### config.mk
export PLATFORM = sky130hd
export DESIGN_NAME = icache_req_arbiter
export DESIGN_NICKNAME = d
export VERILOG_FILES = /design/src/rtl/icache_req_arbiter.sv
export SDC_FILE = /design/constraint.sdc
export NUM_CORES = 1
export LEC_CHECK = 0
export BUFFER_PORTS_ARGS = -buffer_cell sky130_fd_sc_hd__buf_2
export CORE_MARGIN = 2
export CORE_UTILIZATION = 25
export CTS_CLUSTER_DIAMETER = 50
export CTS_CLUSTER_SIZE = 16
export DETAILED_ROUTE_END_ITERATION = 10
export HOLD_SLACK_MARGIN = 0.05
export SYNTH_ARGS = -nofsm -noshare
export SYNTH_HDL_FRONTEND = slang
export SYNTH_SLANG_ARGS = --single-unit
### constraint.sdc
create_clock -name clk_i -period 3.1 [get_ports clk_i]
set_input_delay 0.155 -clock clk_i [delete_from_list [all_inputs] [get_ports clk_i]]
set_output_delay 0.155 -clock clk_i [all_outputs]
set_load 0.01 [all_outputs]
### src/rtl/icache_req_arbiter.sv
// icache_req_arbiter: shares one i-cache request/response port between the
// fetch stage (requester 0) and the next-line prefetcher (requester 1).
// The address channel is arbitrated round-robin with a hold-until-accepted
// lock. An in-order ID FIFO routes each response back to its issuer.
// Responses to requests issued before a flush are silently dropped.
// Optional feature macro: ICACHE_ARB_PERF_EN adds saturating performance counters.
module icache_req_arbiter #(
  parameter int  ADDR_W       = 32,
  parameter int  MAX_OUT      = 4,
  parameter type icache_out_t = logic [31:0]
) (
  input  logic                   clk_i,
  input  logic                   rst_i,
  input  logic                   flush_i,
  input  logic [1:0][ADDR_W-1:0] req_addr_i,
  input  logic [1:0]             req_valid_i,
  output logic [1:0]             req_ready_o,
  output icache_out_t            rsp_data_o,
  output logic [1:0]             rsp_valid_o,
  input  logic [1:0]             rsp_ready_i,
  output logic [ADDR_W-1:0]      addr_o,
  output logic                   addr_valid_o,
  input  logic                   addr_ready_i,
  input  icache_out_t            data_i,
  input  logic                   data_valid_i,
  output logic                   data_ready_o
`ifdef ICACHE_ARB_PERF_EN
  ,
  output logic [1:0][31:0]       perf_grant_o,
  output logic [31:0]            perf_stall_o,
  output logic [31:0]            perf_squash_o
`endif
);

  localparam int PTR_W = $clog2(MAX_OUT);
  localparam int CNT_W = PTR_W + 1;

  typedef enum logic {
    ARB_IDLE   = 1'b0,
    ARB_LOCKED = 1'b1
  } arbState_e;

  arbState_e        state_q, state_d;
  logic             lockId_q, lockId_d;
  logic             flushSeen_q, flushSeen_d;
  logic             rrPtr_q, rrPtr_d;
  logic [PTR_W-1:0] wrPtr_q, rdPtr_q;
  logic [CNT_W-1:0] count_q;
  logic             idMem_q [MAX_OUT];
  logic             sqMem_q [MAX_OUT];

  logic sel;
  logic push;
  logic pushSquash;
  logic pop;
  logic headId;
  logic headSq;
  logic fifoFull;
  logic fifoEmpty;

  assign fifoFull  = (count_q == CNT_W'(MAX_OUT));
  assign fifoEmpty = (count_q == '0);

  // Address-channel arbitration: select a requester, drive the i-cache
  // address, and compute the lock / sticky-flush / round-robin next state.
  always_comb begin
    sel          = 1'b0;
    addr_valid_o = 1'b0;
    req_ready_o  = 2'b00;
    push         = 1'b0;
    pushSquash   = 1'b0;
    state_d      = ARB_IDLE;
    lockId_d     = lockId_q;
    flushSeen_d  = 1'b0;
    rrPtr_d      = rrPtr_q;

    if (state_q == ARB_LOCKED) begin
      sel = lockId_q;
    end else if (&req_valid_i) begin
      sel = rrPtr_q;
    end else begin
      sel = req_valid_i[1];
    end

    if (state_q == ARB_LOCKED) begin
      addr_valid_o = 1'b1;
    end else begin
      addr_valid_o = (|req_valid_i) && !fifoFull && !flush_i;
    end

    push           = addr_valid_o && addr_ready_i;
    req_ready_o[0] = push && (sel == 1'b0);
    req_ready_o[1] = push && (sel == 1'b1);
    pushSquash     = flush_i || flushSeen_q;

    if (addr_valid_o && !addr_ready_i) begin
      state_d     = ARB_LOCKED;
      lockId_d    = sel;
      flushSeen_d = flushSeen_q || flush_i;
    end

    if (push) begin
      rrPtr_d = ~sel;
    end
  end

  assign addr_o = req_addr_i[sel];

  // Response routing: forward the cache response to the head entry's
  // requester, or swallow it when the head was squashed by a flush.
  always_comb begin
    rsp_valid_o  = 2'b00;
    rsp_data_o   = '0;
    data_ready_o = 1'b0;
    pop          = 1'b0;
    headId       = idMem_q[rdPtr_q];
    headSq       = sqMem_q[rdPtr_q];
    if (!fifoEmpty) begin
      if (headSq) begin
        data_ready_o = 1'b1;
        pop          = data_valid_i;
      end else begin
        rsp_valid_o[headId] = data_valid_i;
        rsp_data_o          = data_i;
        data_ready_o        = rsp_ready_i[headId];
        pop                 = data_valid_i && rsp_ready_i[headId];
      end
    end
  end

  // Arbiter state register: lock, locked requester, sticky flush, rr pointer.
  always_ff @(posedge clk_i) begin
    if (rst_i) begin
      state_q     <= ARB_IDLE;
      lockId_q    <= 1'b0;
      flushSeen_q <= 1'b0;
      rrPtr_q     <= 1'b0;
    end else begin
      state_q     <= state_d;
      lockId_q    <= lockId_d;
      flushSeen_q <= flushSeen_d;
      rrPtr_q     <= rrPtr_d;
    end
  end

  // ID FIFO: pointers and occupancy; a full FIFO never accepts a push,
  // even when an entry pops in the same cycle.
  always_ff @(posedge clk_i) begin
    if (rst_i) begin
      wrPtr_q <= '0;
      rdPtr_q <= '0;
      count_q <= '0;
    end else begin
      if (push) begin
        wrPtr_q <= wrPtr_q + PTR_W'(1);
      end
      if (pop) begin
        rdPtr_q <= rdPtr_q + PTR_W'(1);
      end
      count_q <= count_q + CNT_W'(push) - CNT_W'(pop);
    end
  end

  // ID FIFO storage: a flush marks every slot squashed; the entry pushed in
  // the same cycle carries its own squash bit, which already covers the flush.
  always_ff @(posedge clk_i) begin
    if (rst_i) begin
      for (int i = 0; i < MAX_OUT; i++) begin
        idMem_q[i] <= 1'b0;
        sqMem_q[i] <= 1'b0;
      end
    end else begin
      if (flush_i) begin
        for (int i = 0; i < MAX_OUT; i++) begin
          sqMem_q[i] <= 1'b1;
        end
      end
      if (push) begin
        idMem_q[wrPtr_q] <= sel;
        sqMem_q[wrPtr_q] <= pushSquash;
      end
    end
  end

`ifdef ICACHE_ARB_PERF_EN
  // Saturating event counters: grants per requester, stalled request
  // cycles, and squashed responses dropped.
  always_ff @(posedge clk_i) begin
    if (rst_i) begin
      perf_grant_o  <= '0;
      perf_stall_o  <= '0;
      perf_squash_o <= '0;
    end else begin
      if (push && (perf_grant_o[sel] != '1)) begin
        perf_grant_o[sel] <= perf_grant_o[sel] + 32'd1;
      end
      if ((|req_valid_i) && !push && (perf_stall_o != '1)) begin
        perf_stall_o <= perf_stall_o + 32'd1;
      end
      if (pop && headSq && (perf_squash_o != '1)) begin
        perf_squash_o <= perf_squash_o + 32'd1;
      end
    end
  end
`endif

`ifndef SYNTHESIS
  rspWithoutRequest: assert property (@(posedge clk_i) disable iff (rst_i)
    !(data_valid_i && fifoEmpty));
`endif

endmodule

# After elaboration in Yosys (flattened, before gate mapping)
# Memories as Yosys holds them, arrays and structs flattened. A register that Yosys moved wholly into a read port is not among the register bits.
# Index checks and enable logic that the tools add are counted.
op_classes:
  add_sub_neg: 4
  order_cmp: 3
  n_eq_ne: 1
  muxes: 37
  bitwise: 7
  reduce_logical: 17
op_table:
  columns: ["cell", "count"]
  rows:
  - ["32-bit 2-to-1 mux", 4]
  - ["1-bit 2-to-1 mux", 25]
  - ["2-bit 2-to-1 mux", 7]
  - ["1-bit logical AND", 8]
  - ["2-bit by 1-bit adder with 2-bit output, second input constant", 2]
  - ["1-bit by 2-bit less-than comparator with 1-bit output, second input constant", 2]
  - ["1-bit OR", 4]
  - ["2-bit OR reduction", 2]
  - ["3-bit by 1-bit adder with 3-bit output", 1]
  - ["3-bit == test, second input constant", 1]
  - ["1-bit zero test", 3]
  - ["3-bit zero test", 1]
  - ["3-bit by 1-bit subtractor with 3-bit output", 1]
  - ["2-bit AND", 1]
  - ["1-bit NOT", 2]
  - ["2-bit AND reduction", 1]
  - ["1-bit demux with 1-bit select", 1]
  - ["1-bit greater-or-equal comparator, second input constant", 1]
  - ["1-bit logical OR", 1]
  - ["1-bit OR reduction", 1]
totals:
  register_bits: 11
  ramBits: 8
  in_bits: 105
  out_inout_bits: 70
  wordCells: 78
  mem_count: 2
mem_list:
  columns: ["name", "words", "width", "rd", "rd_ports_with_merged_regs", "write_ports", "line_no", "source"]
  rows:
  - ["idMem_q", 4, 1, 1, 1, 4, "49", "logic idMem_q [MAX_OUT];"]
  - ["sqMem_q", 4, 1, 1, 1, 5, "50", "logic sqMem_q [MAX_OUT];"]

# Depth between registers and ports, before layout
logic_depth:
  depth_word: 11
  ltp_mapped: 12
  mapped_depth_nobuf: 12

# Least setup slack after synthesis
# No wires, ideal clock.
synth_timing:
  path_type: "register to register"
  from: "register (tool-made name)"
  to: "register count_q[2]"
  setup_time_ns: 0.128
  arrival_ns: 2.554
  t_required_ns: 2.972
  setup_slack_ns: 0.419
  path_stages_with_launch: 13
  n_path_buf: 0
  synth_period_minus_slack_ns: 2.681
  cell_sequence: "dfxtp_1 -> mux4_2 -> mux2i_2 -> and2b_2 -> nor2_1 -> ha_1 -> inv_1 -> ha_1 -> inv_1 -> fa_1 -> xor2_1 -> xnor2_1 -> nor2_1"
synth_lines:
  columns: ["element", "line_no", "source"]
  rows:
  - ["end signal: assignment", "160", "count_q <= count_q + CNT_W'(push) - CNT_W'(pop);"]
  - ["end: declaration", "48", "logic [CNT_W-1:0] count_q;"]

==> run metrics <==
status finished, final reports clean; setup TNS 0 ns; placed cells 504; FP Rows 30; Final Instance Area 2710 sq um; largest family of logic cells by synthesized area simple AND/OR/NAND/NOR gates; crit-path cells mux4_2 -> mux2i_2 -> and2b_2 -> nor2_1 -> ha_1 -> inv_1 -> ha_1 -> inv_1 -> fa_1 -> xor2_1 -> xnor2_1 -> nor2_1; clock buffer depth 2; post-synthesis simple-gate area fraction 45.4%; GRT Overall Usage 13.6%; fmax 354 MHz; Synth Area in Compound Gates 9.43%; Iter 0 DRT Violations 56; post_cts resized 0; crit start category register; Max VDD drop 0.158 mV; Mapped Cells 263; layout cell share with drive strength beyond 1 43.9%; Post-Synth Adder-Cell Area 5.47%; placed wire-length estimate 4580 um; critical path arrival 2.97 ns; CTS root buf clkbuf_8; CTS tree done; clk sinks 21; first-pass GRT wire length 8420 um; largest net degree at the start of global routing 34; Post-route DRC 0; Antenna Nets Post-Route 0; Leakage 1.59 nW; Port-buffer cells 174; CTS H-Tree Depth 1; leading cell types in the layout, fill and taps excluded 174 x buf_2, 104 x nand2_1, 32 x and2_1; Worst-Margin Slew 1.23 ns; cell family with most CP delay multiplexers; Tmin final 2.83 ns; register area share after synthesis 27.1%; Register Area 470 sq um; Initial Utilization 25.7%; fill count 722; initial antenna violation count 0; placed cell area 2670 sq um; clk_lat worst skew 0.26 ns; postcts setup bufs 0; synth warn 0; Crit Path Max Fanout 3; CP endpoint kind register; TritonCTS Buffers 3; PD cells 517 nW/um^2; clock skew 0.00261 ns; Synthesized Nets 375; NumNets Final 541; IO Count 175; CP max stage delay 0.56 ns; die span in y 87.4 um; Req. time, crit path 3.25 ns; HP Class input pin to register; critical path class register to register; fin. max-slew vios 0; multi-input logic area 1160 sq um; CTS Hold Bufs 0; gpl congestion 0.755; final hold violations 0; Final Non-Filler Cells 508; headroom to the max-slew limit 18.2%; syn avg cell area 6.61 sq um; Vias/cell 4.47; synthesis-to-finish area growth 56.0%; Period Utilization, post-route 91.2%; flop and latch count out of synthesis 21; DR pass1 iterations 4; commonest non-fill, non-tap cell in the layout buf_2; mapped cell area 1740 sq um; Netlist cell types 37; endpoints failing setup 0; Die W 87.4 um; WL/cell 10.9 um; RSZ-0062 raised after global routing false; Fin Hold WS 0.195 ns; Placeable Area 6760 sq um; Total Wirelength 5540 um; n_diodes 0; proportion of synthesized area in mux cells 4.54%; maxcap violations 0; Buf/Inv on CP 2; XOR/XNOR Fraction of Synth Area 1.01%; area of the die 7630 sq um; vias in the first global route 2066; GRT overflow 0; Worst path slowest cell mux4_2; Clock transition at path regs 0.08 ns; Vias 2271
worst register-to-register path, stage by stage (launching register included):
cell	delay, ns
dfxtp_1	0.38
mux4_2	0.56
mux2i_2	0.28
and2b_2	0.20
nor2_1	0.04
ha_1	0.29
inv_1	0.05
ha_1	0.13
inv_1	0.04
fa_1	0.38
xor2_1	0.17
xnor2_1	0.14
nor2_1	0.05
power breakdown:
| part | leakage (nW) | internal [mW] | switching, mW | total [mW] |
|---|---|---|---|---|
| clock network | 0.0228 | 0.0917 | 0.0915 | 0.183 |
| registers | 0.184 | 0.328 | 0.0404 | 0.368 |
| logic | 1.38 | 0.388 | 0.462 | 0.851 |
| total | 1.59 | 0.808 | 0.594 | 1.40 |
worst paths after layout:
path	start	end	slack [ns]	cells after the start
worst max-delay path	register	count_q[2]	0.27	12
worst max register to register	register	count_q[2]	0.27	12
worst min-delay path	flush_i	flushSeen_q	0.19	3
worst min register to register	rrPtr_q	rrPtr_q	0.48	2
logic make-up after synthesis:
family / after synthesis
and+or+nand+nor: 173
buffers and inverters: 30
AOI/OAI and AO/OA: 25
DFF: 21
adders and majority gates: 7
muxes: 5
xor gates and xnor gates: 2
area by class of cell:
| cell class | instances | share of cell area (%) |
|---|---|---|
| multi-input cells | 212 | 42.7 |
| repair buffers | 175 | 32.4 |
| flip-flops and latches | 21 | 17.4 |
| well taps | 80 | 3.69 |
| inverters | 16 | 2.22 |
| clock buffers | 4 | 1.66 |
through the flow:
step | total power, mW | utilization [%] | worst slack, ns
after floorplan | 0.920 | - | 0.419
after global placement | 1.22 | 39.5 | 0.309
after detailed placement | 1.24 | 39.5 | 0.282
after CTS | 1.42 | 40.1 | 0.239
after global routing | 1.53 | 40.1 | 0.0421
final | 1.40 | 40.1 | 0.271
synth_stat cells:
cell type	instances	area share [%]
a31oi_1	3	1.1
o31ai_1	7	3.0
inv_2	1	0.22
o31a_2	1	0.58
nand4_1	4	1.4
nor2_1	10	2.2
buf_4	1	0.43
o21ai_0	5	1.4
a21oi_1	5	1.4
xor2_1	1	0.50
mux2i_1	2	1.2
nor3b_1	2	0.86
nand2_1	104	22
and2_1	32	12
o31a_1	1	0.50
and2b_2	1	0.50
nor4_1	2	0.72
clkbuf_1	7	1.5
nor2_2	1	0.36
ha_1	6	4.3
a311oi_1	1	0.50
nor3_1	6	1.7
nand3_1	7	2.0
a22oi_1	1	0.43
inv_1	15	3.2
clkbuf_2	3	0.86
nor2b_1	2	0.72
fa_1	1	1.2
nor2b_2	1	0.50
mux4_2	2	2.6
xnor2_1	1	0.50
o211ai_1	1	0.43
or2_2	1	0.36
mux2i_2	1	0.79
buf_2	3	0.86
edfxtp_1	5	8.6
dfxtp_1	16	18
flip-flops by register name, indices dropped and copies added, names as in the netlist, named ones only:
signal       count
count_q          3
rdPtr_q          2
idMem_q          4
lockId_q         1
state_q          1
rrPtr_q          1
wrPtr_q          2
flushSeen_q      1
sqMem_q          4
layer usage:
layer / vias to the layer above / GRT usage, % / wire length (um)
met5: - / 0 / 0
met4: 0 / 4.34 / 87
met3: 6 / 1.99 / 520
met2: 132 / 28.3 / 2800
met1: 953 / 13.4 / 2130
li1: 1180 / - / -
Note: power is estimated with default switching activity, not from simulation.
